$ cat src/rtl/shift_sequencer_if.sv
// Command/result handshake bundle for shift_sequencer.
// The slave modport is the sequencer side; the master modport is the producer/consumer side.
interface shift_sequencer_if;
    logic       IN_VALID;
    logic       IN_READY;
    logic [3:0] IN_DATA;
    logic [1:0] IN_OP;
    logic [2:0] IN_AMT;
    logic       IN_DIR;
    logic       OUT_VALID;
    logic       OUT_READY;
    logic [3:0] OUT_DATA;
    logic       BUSY;

    modport slave (
        input  IN_VALID, IN_DATA, IN_OP, IN_AMT, IN_DIR, OUT_READY,
        output IN_READY, OUT_VALID, OUT_DATA, BUSY
    );

    modport master (
        output IN_VALID, IN_DATA, IN_OP, IN_AMT, IN_DIR, OUT_READY,
        input  IN_READY, OUT_VALID, OUT_DATA, BUSY
    );
endinterface

$ cat src/rtl/shift_sequencer.sv
// Multi-cycle 4-bit shift/rotate sequencer, one 1-bit step per RUN cycle.
// Define SHIFT_SEQ_LEFT_EN to honour IN_DIR (left steps); otherwise all steps go right.
module shift_sequencer (
    input  logic                  CLK,
    input  logic                  RST,
    shift_sequencer_if.slave      bus
);

    typedef enum logic [1:0] {
        IDLE = 2'd0,
        RUN  = 2'd1,
        DONE = 2'd2
    } state_t;

    localparam logic [1:0] OP_PASS   = 2'b00;
    localparam logic [1:0] OP_SHIFT  = 2'b01;
    localparam logic [1:0] OP_ROTATE = 2'b10;
    localparam logic [1:0] OP_CLEAR  = 2'b11;

    state_t     r_state;
    state_t     w_state_nxt;
    logic [3:0] r_work;
    logic [3:0] w_work_nxt;
    logic [2:0] r_cnt;
    logic [2:0] w_cnt_nxt;
    logic [1:0] r_op;
    logic       w_accept;
    logic       w_left;
    logic [3:0] w_step;

    assign w_accept = (r_state == IDLE) && bus.IN_VALID;

`ifdef SHIFT_SEQ_LEFT_EN
    logic r_dir;

    always_ff @(posedge CLK) begin
        if (!RST) begin
            r_dir <= 1'b0;
        end else if (w_accept) begin
            r_dir <= bus.IN_DIR;
        end
    end

    assign w_left = r_dir;
`else
    logic w_unused_dir;

    assign w_unused_dir = bus.IN_DIR;
    assign w_left       = 1'b0;
`endif

    // Single-bit step of the working register; only shift and rotate ever reach RUN
    always_comb begin
        w_step = r_work;
        if (w_left) begin
            if (r_op == OP_ROTATE) w_step = {r_work[2:0], r_work[3]};
            else                   w_step = {r_work[2:0], 1'b0};
        end else begin
            if (r_op == OP_ROTATE) w_step = {r_work[0], r_work[3:1]};
            else                   w_step = {1'b0, r_work[3:1]};
        end
    end

    always_ff @(posedge CLK) begin
        if (!RST) begin
            r_state <= IDLE;
            r_work  <= 4'b0000;
            r_cnt   <= 3'd0;
            r_op    <= OP_PASS;
        end else begin
            r_state <= w_state_nxt;
            r_work  <= w_work_nxt;
            r_cnt   <= w_cnt_nxt;
            if (w_accept) begin
                r_op <= bus.IN_OP;
            end
        end
    end

    always_comb begin
        w_state_nxt = r_state;
        w_work_nxt  = r_work;
        w_cnt_nxt   = r_cnt;
        case (r_state)
            IDLE: begin
                if (bus.IN_VALID) begin
                    w_work_nxt = (bus.IN_OP == OP_CLEAR) ? 4'b0000 : bus.IN_DATA;
                    if (bus.IN_OP == OP_PASS || bus.IN_OP == OP_CLEAR || bus.IN_AMT == 3'd0) begin
                        w_state_nxt = DONE;
                        w_cnt_nxt   = 3'd0;
                    end else begin
                        w_state_nxt = RUN;
                        w_cnt_nxt   = bus.IN_AMT;
                    end
                end
            end
            RUN: begin
                w_work_nxt = w_step;
                w_cnt_nxt  = r_cnt - 3'd1;
                if (r_cnt == 3'd1) begin
                    w_state_nxt = DONE;
                end
            end
            DONE: begin
                if (bus.OUT_READY) begin
                    w_state_nxt = IDLE;
                end
            end
            default: begin
                w_state_nxt = IDLE;
            end
        endcase
    end

    assign bus.IN_READY  = (r_state == IDLE);
    assign bus.OUT_VALID = (r_state == DONE);
    assign bus.OUT_DATA  = (r_state == DONE) ? r_work : 4'b0000;
    assign bus.BUSY      = (r_state != IDLE);

endmodule

$ cat src/flat_wrapper.sv
// flat-port wrapper written by rule: the top's interface ports become plain ports
module shift_sequencer_flat 
  (CLK, RST, bus_IN_VALID, bus_IN_DATA, bus_IN_OP, bus_IN_AMT, bus_IN_DIR, bus_OUT_READY, bus_IN_READY, bus_OUT_VALID, bus_OUT_DATA, bus_BUSY);
  shift_sequencer_if bus_i ();
  input  logic CLK;
  input  logic RST;
  input wire logic [$bits(bus_i.IN_VALID)-1:0] bus_IN_VALID;
  input wire logic [$bits(bus_i.IN_DATA)-1:0] bus_IN_DATA;
  input wire logic [$bits(bus_i.IN_OP)-1:0] bus_IN_OP;
  input wire logic [$bits(bus_i.IN_AMT)-1:0] bus_IN_AMT;
  input wire logic [$bits(bus_i.IN_DIR)-1:0] bus_IN_DIR;
  input wire logic [$bits(bus_i.OUT_READY)-1:0] bus_OUT_READY;
  output wire logic [$bits(bus_i.IN_READY)-1:0] bus_IN_READY;
  output wire logic [$bits(bus_i.OUT_VALID)-1:0] bus_OUT_VALID;
  output wire logic [$bits(bus_i.OUT_DATA)-1:0] bus_OUT_DATA;
  output wire logic [$bits(bus_i.BUSY)-1:0] bus_BUSY;
  assign bus_i.IN_VALID = bus_IN_VALID;
  assign bus_i.IN_DATA = bus_IN_DATA;
  assign bus_i.IN_OP = bus_IN_OP;
  assign bus_i.IN_AMT = bus_IN_AMT;
  assign bus_i.IN_DIR = bus_IN_DIR;
  assign bus_i.OUT_READY = bus_OUT_READY;
  assign bus_IN_READY = bus_i.IN_READY;
  assign bus_OUT_VALID = bus_i.OUT_VALID;
  assign bus_OUT_DATA = bus_i.OUT_DATA;
  assign bus_BUSY = bus_i.BUSY;
  shift_sequencer u_core (.CLK(CLK), .RST(RST), .bus(bus_i));
endmodule
$ cat config.mk
export PLATFORM = sky130hd
export DESIGN_NAME = shift_sequencer_flat
export DESIGN_NICKNAME = d
export VERILOG_FILES = /design/src/rtl/shift_sequencer_if.sv /design/src/rtl/shift_sequencer.sv /design/src/flat_wrapper.sv
export SDC_FILE = /design/constraint.sdc
export NUM_CORES = 1
export LEC_CHECK = 0
export BUFFER_PORTS_ARGS = -buffer_cell sky130_fd_sc_hd__clkbuf_2
export CAP_MARGIN = 20
export CORE_MARGIN = 1.5
export CORE_UTILIZATION = 52
export DETAILED_ROUTE_END_ITERATION = 16
export GPL_ROUTABILITY_DRIVEN = 0
export PLACE_DENSITY = 0.83
export SLEW_MARGIN = 5
export SYNTH_ARGS = -nofsm -noshare
export SYNTH_HDL_FRONTEND = slang
export SYNTH_SLANG_ARGS = --single-unit
$ cat constraint.sdc
create_clock -name CLK -period 2.1 [get_ports CLK]
set_input_delay 0.42 -clock CLK [delete_from_list [all_inputs] [get_ports CLK]]
set_output_delay 0.42 -clock CLK [all_outputs]
set_load 0.02 [all_outputs]
# Yosys cells after proc, flatten, opt, wreduce, memory -nomap -nowiden
# Cells that the tools add are included.
# op_classes
n_eq_ne,8
n_reduce_logical,10
n_mux,13
add_sub_neg,1
# ops
cell,n
4-bit two-way mux,4
2-bit two-way mux,4
4-bit one-hot mux with 2 select lines,1
"2-bit == test, second input constant",3
3-bit two-way mux,2
2-bit one-hot mux with 3 select lines,1
3-bit one-hot mux with 2 select lines,1
2-bit logical NOT,2
"2-bit != test, second input constant",2
2-bit nonzero test,2
"3-bit by 1-bit == test with 1-bit output, second input constant",1
3-bit logical NOT,1
3-bit AND reduction,1
"3-bit by 1-bit subtractor with 3-bit output, second input constant",1
"2-bit by 1-bit == test with 1-bit output, second input constant",1
1-bit logical OR,2
"2-bit by 1-bit != test with 1-bit output, second input constant",1
2-bit AND reduction,1
1-bit logical AND,1
# word_totals
ff_bits,11
out_inout_bits,7
elab_cells,36
in_bits,14

# Depth between registers and ports, before layout
# Gate-level depths: netlist (run 1).
# logic_depth
ltp_word,6
ltp_mapped,5
ltp_nobuf,5

# Worst setup path before layout (run 1)
# Ideal clock, no wire load.
# synth_path
path_kind,register to output
from,register u_core.r_state[1]
to,output bus_OUT_DATA[0]
stages_incl_launch_ff,4
setup_slack_ns,0.536
arrival_time_ns,1.144
n_path_buf,1
required_ns,1.680
path_cell_list,dfxtp_1 -> buf_4 -> nor2b_2 -> and2_1
# synth_via
elab_chain_len,2
# synth_rtl
item,line_no,source
"start, declared",shift_sequencer.sv:20,state_t r_state;
"start signal, assigned",shift_sequencer.sv:71,r_state <= w_state_nxt;
2-bit == test,-,
named net bus_OUT_VALID,flat_wrapper.sv:14,output wire logic [$bits(bus_i.OUT_VALID)-1:0] bus_OUT_VALID;
4-bit two-way mux,shift_sequencer.sv:117,assign bus.OUT_DATA = (r_state == DONE) ? r_work : 4'b0000;
"end, declared",flat_wrapper.sv:15,output wire logic [$bits(bus_i.OUT_DATA)-1:0] bus_OUT_DATA;
# The timed path passes the listed nets, and every way through them passes these cells.

# Worst setup path after layout (run 1)
# layout_path
from,register u_core.r_state[1]
to,output bus_IN_READY
# layout_via
elab_chain_len,1
# layout_rtl
item,line_no,source
2-bit logical NOT,shift_sequencer.sv:115,assign bus.IN_READY = (r_state == IDLE);
"end, declared",flat_wrapper.sv:13,output wire logic [$bits(bus_i.IN_READY)-1:0] bus_IN_READY;
# Every way passes these cells.

==> out/metrics.yaml, run 1 <==
clockBufferDepth: 2
post-cts-setup-buffers: 0
ys_warn_count: 0
drive_gt1_share_pct: 31.0
core_area_mm2: 0.00128
critPathMaxStageDelay_ns: 0.31
cp_top_family: "buffers and inverters"
clkSinkCount: 11
vias_per_cell: 5.48
report.final.slew_viol_count: 0
htreeDepth: 1
path_buf_inv: 3
critical_path_class: "register to output pin"
cts-hold-fix-buffers: 0
grtUsageTotal_pct: 21.6
final_area_um2: 836
drc: 0
area_delta_synth_final_pct: 18.9
syn-num-nets: 95
grt_antenna_before_repair: 0
crit_chain: "buf_4, or2_1, inv_1, clkbuf_2"
gr-total-overflow: 0
status: "finished, final reports clean"
cellPowerDensity_mw_per_mm2: 695
port_buffers: 19
drtIter0Drc: 7
final_cell_mix: "clkbuf_2 (19), dfxtp_1 (11)"
synth.avg_cell_area_um2: 9.02
dp_cells: 111
netlist_instances: 78
multi_input_area_um2: 445
cts-buffers-inserted: 3
cts_tree: "built"
pin_count: 21
max-vdd-ir-drop_mv: 0.423
p_leak_uw: 0.000373
dieArea_mm2: 0.00158
clock-root-buffer: "clkbuf_4"
critPathSlowestCell: "dfxtp_1"
critPathRequiredTime_ns: 1.68
worstHoldPathType: "input port to register"
insertion_delay_ns: 0.27
seq_area_um2: 220
layout_commonest_cell: "clkbuf_2"
cts.repair.resized: 0
path_max_fanout: 15
synth_seq_cells: 11
cp.arrival_ns: 1.24
fillers: 115
core.rowCount: 13
die_y_um: 39.8
end_kind: "output pin"
grt_pass1_vias: 517
hpwlAfterDp_mm: 1.05
grt_first_pass_wirelength_mm: 2.17
dieWidth_um: 39.8
whs_ns: 0.430
ant_nets: 0
final.min_clock_period_ns: 1.66
vias: 630
dr.pass1.iters: 5
path_clk_slew_ns: 0.07
fmax_mhz: 604
cap_violations: 0
start_util_pct: 54.7
antenna_cells: 0
startpoint_type: "register"
rsz0062_at_grt: "no"
final_nets: 118
setup_viol: 0
syn_area_um2: 703
grt_max_degree: 16
worstMarginPinSlew_ns: 0.310
finalHoldViolCount: 0
synth_cell_type_count: 34
routed_wire_length_per_instance_um: 12.2
yosysSeqAreaShare_pct: 31.3
fin_crit_sh_pct: 78.9
wl_mm: 1.41
finClkSkew_ns: 0.00579
placed_area_um2: 810
slew-limit-headroom_pct: 79.3
fin_tns_setup_ns: 0
final_cells: 115
## power breakdown
part,switching (uW),leakage (uW),internal [uW]
logic,94.8,0.000267,89.0
clock network,69.8,0.0000150,73.6
registers,20.7,0.0000908,233
## final timing paths
path / from / to / slack, ns / cells after the start
max: u_core.r_state[1] / bus_IN_READY / 0.44 / 4
min: bus_OUT_READY / u_core.r_state[1] / 0.43 / 4
max reg2reg: u_core.r_state[0] / u_core.r_cnt[2] / 0.85 / 4
min reg2reg: u_core.r_op[1] / u_core.r_op[1] / 0.52 / 2
## stage by stage
step                      setup slack (ns)  util (%)  power (uW)
after CTS                            0.434      65.0         588
after detailed placement             0.737      63.0         442
after global routing                 0.386      65.0         617
final                                0.444      65.0         581
after global placement               0.747      63.0         438
after floorplan                      0.536         -         393
## worst register-to-register path, delay by kind of cell, from the launching register on
family / cells / cell delay [ns]
flops: 1 / 0.50
simple gates: 1 / 0.25
buf+inv: 1 / 0.23
compound gates: 2 / 0.21
## Yosys cell counts (all sizes together)
cell type   n  area share (%)
a22oi       1             1.8
buf         2             2.7
ha          3             5.3
a211oi      1             1.1
nor4bb      1             1.4
nor2b       6             5.7
mux2i       3             4.3
dfxtp      11              31
nor3        3             2.1
inv         4             2.1
nor2        1            0.53
nand4b      1             1.2
clkbuf      1            0.53
o221a       4             6.4
nand2b      6             5.7
a21oi       5             3.6
or2         1            0.89
nor3b       2             2.8
o211ai      1             1.1
a41oi       1             1.2
o21ai       4             2.8
a21o        1             1.2
nand2       5             2.7
and2        4             3.6
and2b       2             2.5
o21a        2             2.1
a31oi       1            0.89
o21ba       1             2.3
## logic make-up (layout without fill, tap and decap cells)
logic type	after synthesis	count (layout)	share of synthesized area, %
buffers and inverters	7	29	5.34
AND/OR/NAND/NOR	32	32	29.2
multiplexers	3	3	4.27
AO/OA/AOI/OAI	22	22	24.6
adder cells (fa/ha/maj)	3	3	5.34
flip-flops	11	11	31.3
## registers in the layout, indices dropped and copies added (netlist names)
signal,flops
u_core.r_cnt,3
u_core.r_work,4
u_core.r_op,2
u_core.r_state,2
## cell type report
class / count / share of cell area, %
clock buffer: 4 / 3.14
sequential: 11 / 26.3
multi-input combinational: 60 / 53.3
inverter: 4 / 1.80
timing repair buffer: 21 / 13.2
tap: 15 / 2.25
## metal layers
metal | GRT usage [%] | vias up | routed length (um)
li1 | - | 321 | -
met1 | 23.6 | 289 | 610
met2 | 35.2 | 18 | 683
met3 | 10.2 | 2 | 94
met4 | 8.62 | 0 | 17
met5 | 0 | - | 0
No activity file was read; power rests on OpenSTA's default activity.
==> run 2: changes to the inputs <==
--- a/config.mk
+++ b/config.mk
@@ -8,10 +8,10 @@
 export BUFFER_PORTS_ARGS = -buffer_cell sky130_fd_sc_hd__clkbuf_2
 export CAP_MARGIN = 20
 export CORE_MARGIN = 1.5
-export CORE_UTILIZATION = 52
+export CORE_UTILIZATION = 44
 export DETAILED_ROUTE_END_ITERATION = 16
 export GPL_ROUTABILITY_DRIVEN = 0
-export PLACE_DENSITY = 0.83
+export PLACE_DENSITY = 0.76
 export SLEW_MARGIN = 5
 export SYNTH_ARGS = -nofsm -noshare
 export SYNTH_HDL_FRONTEND = slang
==> constraint.sdc (replaced) <==
create_clock -name CLK -period 1.4 [get_ports CLK]
set_input_delay 0.28 -clock CLK [delete_from_list [all_inputs] [get_ports CLK]]
set_output_delay 0.28 -clock CLK [all_outputs]
set_load 0.02 [all_outputs]
==> run 2 against run 1 <==
Setup slack worse by 0.42 ns. Total power is 57% higher. Critical path depth is 1 lower. Sequential cell count stayed put. First-iteration DRC count is 43% higher. Non-clock buffer count is 1 higher. Hold slack worse by 0.16 ns. Critical path type unchanged. Critical endpoint unchanged. Largest power group unchanged.
==> out/metrics.yaml, run 2 (same netlist as run 1, synthesis figures left out) <==
routed_wire_length_per_instance_um: 12.1  # -0.94%
cts-buffers-inserted: 3  # unchanged
critPathRequiredTime_ns: 1.12  # -0.56 ns
die_y_um: 43.0  # +8.0%
core.rowCount: 14  # +1
grt_first_pass_wirelength_mm: 2.45  # +13%
grt_antenna_before_repair: 0  # unchanged
largest_reg_flops: 4  # unchanged
setup_viol: 0  # unchanged
clockBufferDepth: 2  # unchanged
use_met3_pct: 7.66  # -2.6 points
r2r_end: "u_core.r_cnt[1]"
ant_nets: 0  # unchanged
max-vdd-ir-drop_mv: 0.720  # +70%
wl_mm: 1.42  # +0.78%
cp.arrival_ns: 1.10  # -0.14 ns
clkSinkCount: 11  # unchanged
total_power_uw: 914  # +57%
final_cell_mix: "clkbuf_2 (14), dfxtp_1 (9)"
layout_commonest_cell: "clkbuf_2"
slew-limit-headroom_pct: 82.3  # +3.0 points
port_buffers: 19  # unchanged
pin_count: 21  # unchanged
fin_tns_setup_ns: 0  # unchanged
p_sw_share_pct: 31.9  # about the same
dr.pass1.iters: 4  # -1
p_clk_share_pct: 24.2  # -0.5 points
start_util_pct: 46.7  # -8.0 points
reg2regPathDepth: 4  # unchanged
finalHoldViolCount: 0  # unchanged
cts_tree: "built"
worstHoldPathType: "input port to register"
fmax_mhz: 727
end_kind: "output pin"
regMostFlops: "u_core.r_work"
grt_use_met1_pct: 24.3  # +0.63 points
area_delta_synth_final_pct: 26.7
final_nets: 119  # +0.85%
vias: 627  # -0.48%
dieWidth_um: 43.0  # +8.0%
vias_per_cell: 5.36  # -2.2%
fin_util_pct: 59.1  # -5.9 points
grt_max_degree: 14  # -2
drc: 0  # unchanged
power_switching_uw: 291  # +57%
rsz0062_at_grt: "yes"
cellPowerDensity_mw_per_mm2: 1030  # +47%
finClkSkew_ns: 0.00380  # -0.00198 ns
cap_violations: 0  # unchanged
report.final.slew_viol_count: 0  # unchanged
intPower_uw: 622  # +57%
largestRegisters: "u_core.r_work x4, u_core.r_cnt x3"
final.min_clock_period_ns: 1.38
worstMarginPinSlew_ns: 0.263  # -0.0468 ns
drive_gt1_share_pct: 36.6  # +5.6 points
r2r_start: "u_core.r_cnt[0]"
critical_path_class: "register to output pin"
core_area_mm2: 0.00151  # +17%
grt_pass1_vias: 529  # +2.3%
p_comb_share_pct: 33.7  # +2.1 points
grtUsageTotal_pct: 18.2  # -3.4 points
placed_area_um2: 823  # +1.7%
path_clk_slew_ns: 0.07  # about the same
path_max_fanout: 8  # -7
worstHoldPathCells: 4  # unchanged
startpoint_type: "register"
htreeDepth: 1  # unchanged
p_leak_uw: 0.000391  # +5.0%
holdPathEnd: "u_core.r_state[1]"
dpl_worst_slack_ns: 0.194  # -0.543 ns
clock-root-buffer: "clkbuf_4"
drtIter0Drc: 10  # +3
insertion_delay_ns: 0.28  # about the same
hpwlAfterDp_mm: 1.06  # +1.1%
antenna_cells: 0  # unchanged
status: "finished, final reports clean"
hold_start: "bus_OUT_READY"
final_area_um2: 891  # +6.6%
fin_crit_sh_pct: 98.3
gr-total-overflow: 0  # unchanged
met2_usage_pct: 25.8  # -9.5 points
sequentialPowerShare_pct: 42.1  # -1.6 points
dieArea_mm2: 0.00185  # +17%
fin_ws_ns: 0.0240  # -0.420 ns
r2r_slack_ns: 0.20  # -0.65 ns
grt.busiest_layer: "met2"
==> run 2: routing by layer <==
layer	wire, um	part of all wire, %
met5	0	0
met4	19	1.3
met1	680	48
met3	83	5.9
met2	633	45
==> run 2: how the worst max path moves through the flow <==
stage	start	to	slack (ns)	cells past startpoint
after floorplan	u_core.r_state[1]	bus_OUT_DATA[0]	0.07	3
after global placement	bus_IN_OP[0]	u_core.r_cnt[1]	0.19	5
after detailed placement	bus_IN_OP[0]	u_core.r_cnt[1]	0.19	5
after CTS	u_core.r_state[1]	bus_OUT_DATA[3]	0.01	3
after global routing	u_core.r_state[1]	bus_OUT_DATA[1]	-0.02	3
final	u_core.r_state[0]	bus_IN_READY	0.02	3
==> run 2: power by group through the flow <==
| stage | clock network (uW) | logic [uW] | registers, uW |
|---|---|---|---|
| 5_1_grt | 246 | 337 | 390 |
| 2_1_floorplan | 0 | 212 | 381 |
| 6_report | 221 | 308 | 385 |
| 4_1_cts | 231 | 297 | 384 |
| 3_5_place_dp | 0 | 282 | 390 |
| 3_3_place_gp | 0 | 278 | 388 |
==> run 2: cell type report <==
cell class | instances | area [um^2]
fillers | 139 | 616
multi-input cells | 60 | 455
flip-flops and latches | 11 | 225
repair buffers | 22 | 149
clock buffers | 4 | 26.3
well taps | 16 | 20.0
inverters | 4 | 15.0
==> run 2: critical path, stage by stage, from the launching register on <==
cell and delay [ns]:
dfxtp_4 0.37, or2_4 0.28, inv_2 0.07, buf_8 0.10
==> run 2: repair_timing <==
| action | 4_1_cts | 5_1_grt |
|---|---|---|
| pin swaps | 1 | 2 |
| gates resized for setup | 6 | 14 |
| hold buffers | 0 | 0 |
| setup endpoints to repair | 6 | 5 |
| setup buffers | 0 | 0 |
==> run 2: stage by stage <==
step / hold WS (ns) / instances
after CTS: 0.261 / 117
after global placement: 0.491 / 113
after detailed placement: 0.506 / 113
after floorplan: 0.413 / 78
after global routing: 0.286 / 117
final: 0.272 / 117
==> run 3: changes to the inputs <==
--- a/config.mk
+++ b/config.mk
@@ -12,7 +12,9 @@
 export DETAILED_ROUTE_END_ITERATION = 16
 export GPL_ROUTABILITY_DRIVEN = 0
 export PLACE_DENSITY = 0.76
+export SETUP_SLACK_MARGIN = 0.1
 export SLEW_MARGIN = 5
 export SYNTH_ARGS = -nofsm -noshare
 export SYNTH_HDL_FRONTEND = slang
 export SYNTH_SLANG_ARGS = --single-unit
+export TNS_END_PERCENT = 10
==> run 3 against run 2 <==
Routed wire length is 13% higher. First-iteration DRC count up 20%. Register-to-register slack worse by 0.03 ns. Critical path depth is the same. Clock-buffer cell count stayed put. Combinational power rose by 14%. Critical endpoint is now bus_OUT_DATA[2]. Largest cell class unchanged. Largest power group unchanged.
==> out/metrics.yaml, run 3 (same netlist as run 1, synthesis figures left out) <==
fmax_mhz: 730  # +0.51%
worstMarginPinSlew_ns: 0.283  # +0.0200 ns
fin_crit_sh_pct: 97.8  # -0.50 points
grt_first_pass_wirelength_mm: 2.64  # +7.9%
grt_max_degree: 13  # -1
setup_viol: 0  # unchanged
cts-buffers-inserted: 3  # unchanged
drtIter0Drc: 12  # +2
regMostFlops: "u_core.r_work"
cts_tree: "built"
insertion_delay_ns: 0.27  # about the same
cellPowerDensity_mw_per_mm2: 1000  # -2.2%
final_cell_mix: "clkbuf_2 (12), dfxtp_1 (8)"
ant_nets: 0  # unchanged
final.min_clock_period_ns: 1.37  # -0.00695 ns
htreeDepth: 1  # unchanged
start_util_pct: 46.7  # unchanged
cts-hold-fix-buffers: 0  # unchanged
p_leak_uw: 0.000419  # +7.0%
drive_gt1_share_pct: 42.3  # +5.7 points
largest_reg_flops: 4  # unchanged
vias: 666  # +6.2%
fin_ws_ns: 0.0309  # +0.00695 ns
cap_violations: 0  # unchanged
gr-total-overflow: 0  # unchanged
critPathRequiredTime_ns: 1.12  # about the same
core.rowCount: 14  # unchanged
layout_commonest_cell: "clkbuf_2"
dr.pass1.iters: 4  # unchanged
report.final.slew_viol_count: 0  # unchanged
finalHoldViolCount: 0  # unchanged
clock-root-buffer: "clkbuf_4"
clkSinkCount: 11  # unchanged
wl_mm: 1.60  # +13%
vias_per_cell: 5.55  # +3.6%
largestRegisters: "u_core.r_work x4, u_core.r_cnt x3"
drc: 0  # unchanged
port_buffers: 19  # unchanged
critical_path_class: "register to output pin"
slew-limit-headroom_pct: 81.0  # -1.3 points
path_max_fanout: 5  # -3
dieArea_mm2: 0.00185  # unchanged
dpl_worst_slack_ns: 0.165  # -0.0289 ns
r2r_slack_ns: 0.17  # -0.03 ns
dp_cells: 114  # +0.88%
status: "finished, final reports clean"
path_clk_slew_ns: 0.07  # about the same
grt_antenna_before_repair: 0  # unchanged
dieWidth_um: 43.0  # unchanged
grtUsageTotal_pct: 19.3  # +1.1 points
finClkSkew_ns: 0.00261  # -0.00119 ns
die_y_um: 43.0  # unchanged
grt_pass1_vias: 605  # +14%
clockBufferDepth: 2  # unchanged
end_kind: "output pin"
area_delta_synth_final_pct: 35.1
worstHoldPathType: "input port to register"
core_area_mm2: 0.00151  # unchanged
max-vdd-ir-drop_mv: 0.651  # -9.5%
final_nets: 122  # +2.5%
final_cells: 120  # +2.6%
cp.arrival_ns: 1.09  # about the same
routed_wire_length_per_instance_um: 13.4  # +10%
rsz0062_at_grt: "yes"
hpwlAfterDp_mm: 1.12  # +5.3%
startpoint_type: "register"
pin_count: 21  # unchanged
antenna_cells: 0  # unchanged
run 3: cell count changes in the layout (fill, tap and decap cells not counted), sizes merged:
cell / previous run / this run
buf: 8 / 13
clkbuf: 18 / 16
run 3: repair_timing:
action	CTS	global route
gates cloned	0	0
buffers inserted	2	0
endpoints found under the setup margin	7	11
pin swaps	0	5
resized for setup	11	19
run 3: power breakdown:
group	switching (uW)	leakage [uW]	internal, uW
clock network	106	0.0000150	110
registers	33.3	0.0000922	352
logic	162	0.000311	188
total	302	0.000419	651
run 3: stage by stage:
stage                     util, %  power, uW  TNS (ns)  hold slack, ns  area, um^2
after floorplan                 -        594         0           0.413         709
after global placement       55.2        672         0           0.488         832
after detailed placement     55.2        679         0           0.498         832
after CTS                    60.5        924         0           0.270         912
after global routing         63.0       1010   -0.0470           0.307         950
final                        63.0        953         0           0.272         950
run 3: worst max-delay path, stage by stage (launching register included):
cell     delay (ns)
dfxtp_2        0.36
nor2b_4        0.20
and2_4         0.17
buf_8          0.10
run 3: final cells by class:
cell class	instances	area, um^2
Fill cell	147	557
Clock buffer	4	26.3
Inverter	4	15.0
Sequential cell	11	226
Multi-Input combinational cell	60	469
Timing Repair Buffer	25	193
Tap cell	16	20.0
run 3: path summary, 6_finish.rpt:
kind	start	to	cells after the start
min	bus_OUT_READY	u_core.r_state[1]	4
max reg2reg	u_core.r_state[0]	u_core.r_op[0]	5
max	u_core.r_state[1]	bus_OUT_DATA[2]	3
min reg2reg	u_core.r_cnt[2]	u_core.r_cnt[2]	2
run 3: metal layers:
metal  global-route usage, %  part of all wire [%]  wire [um]  vias up
met1                    23.7                    43        696      314
met3                    7.66                   6.5        105        0
met4                    4.85                     0          0        0
li1                        -                     -          -      331
met2                    31.5                    50        802       21
met5                       0                     0          0        -
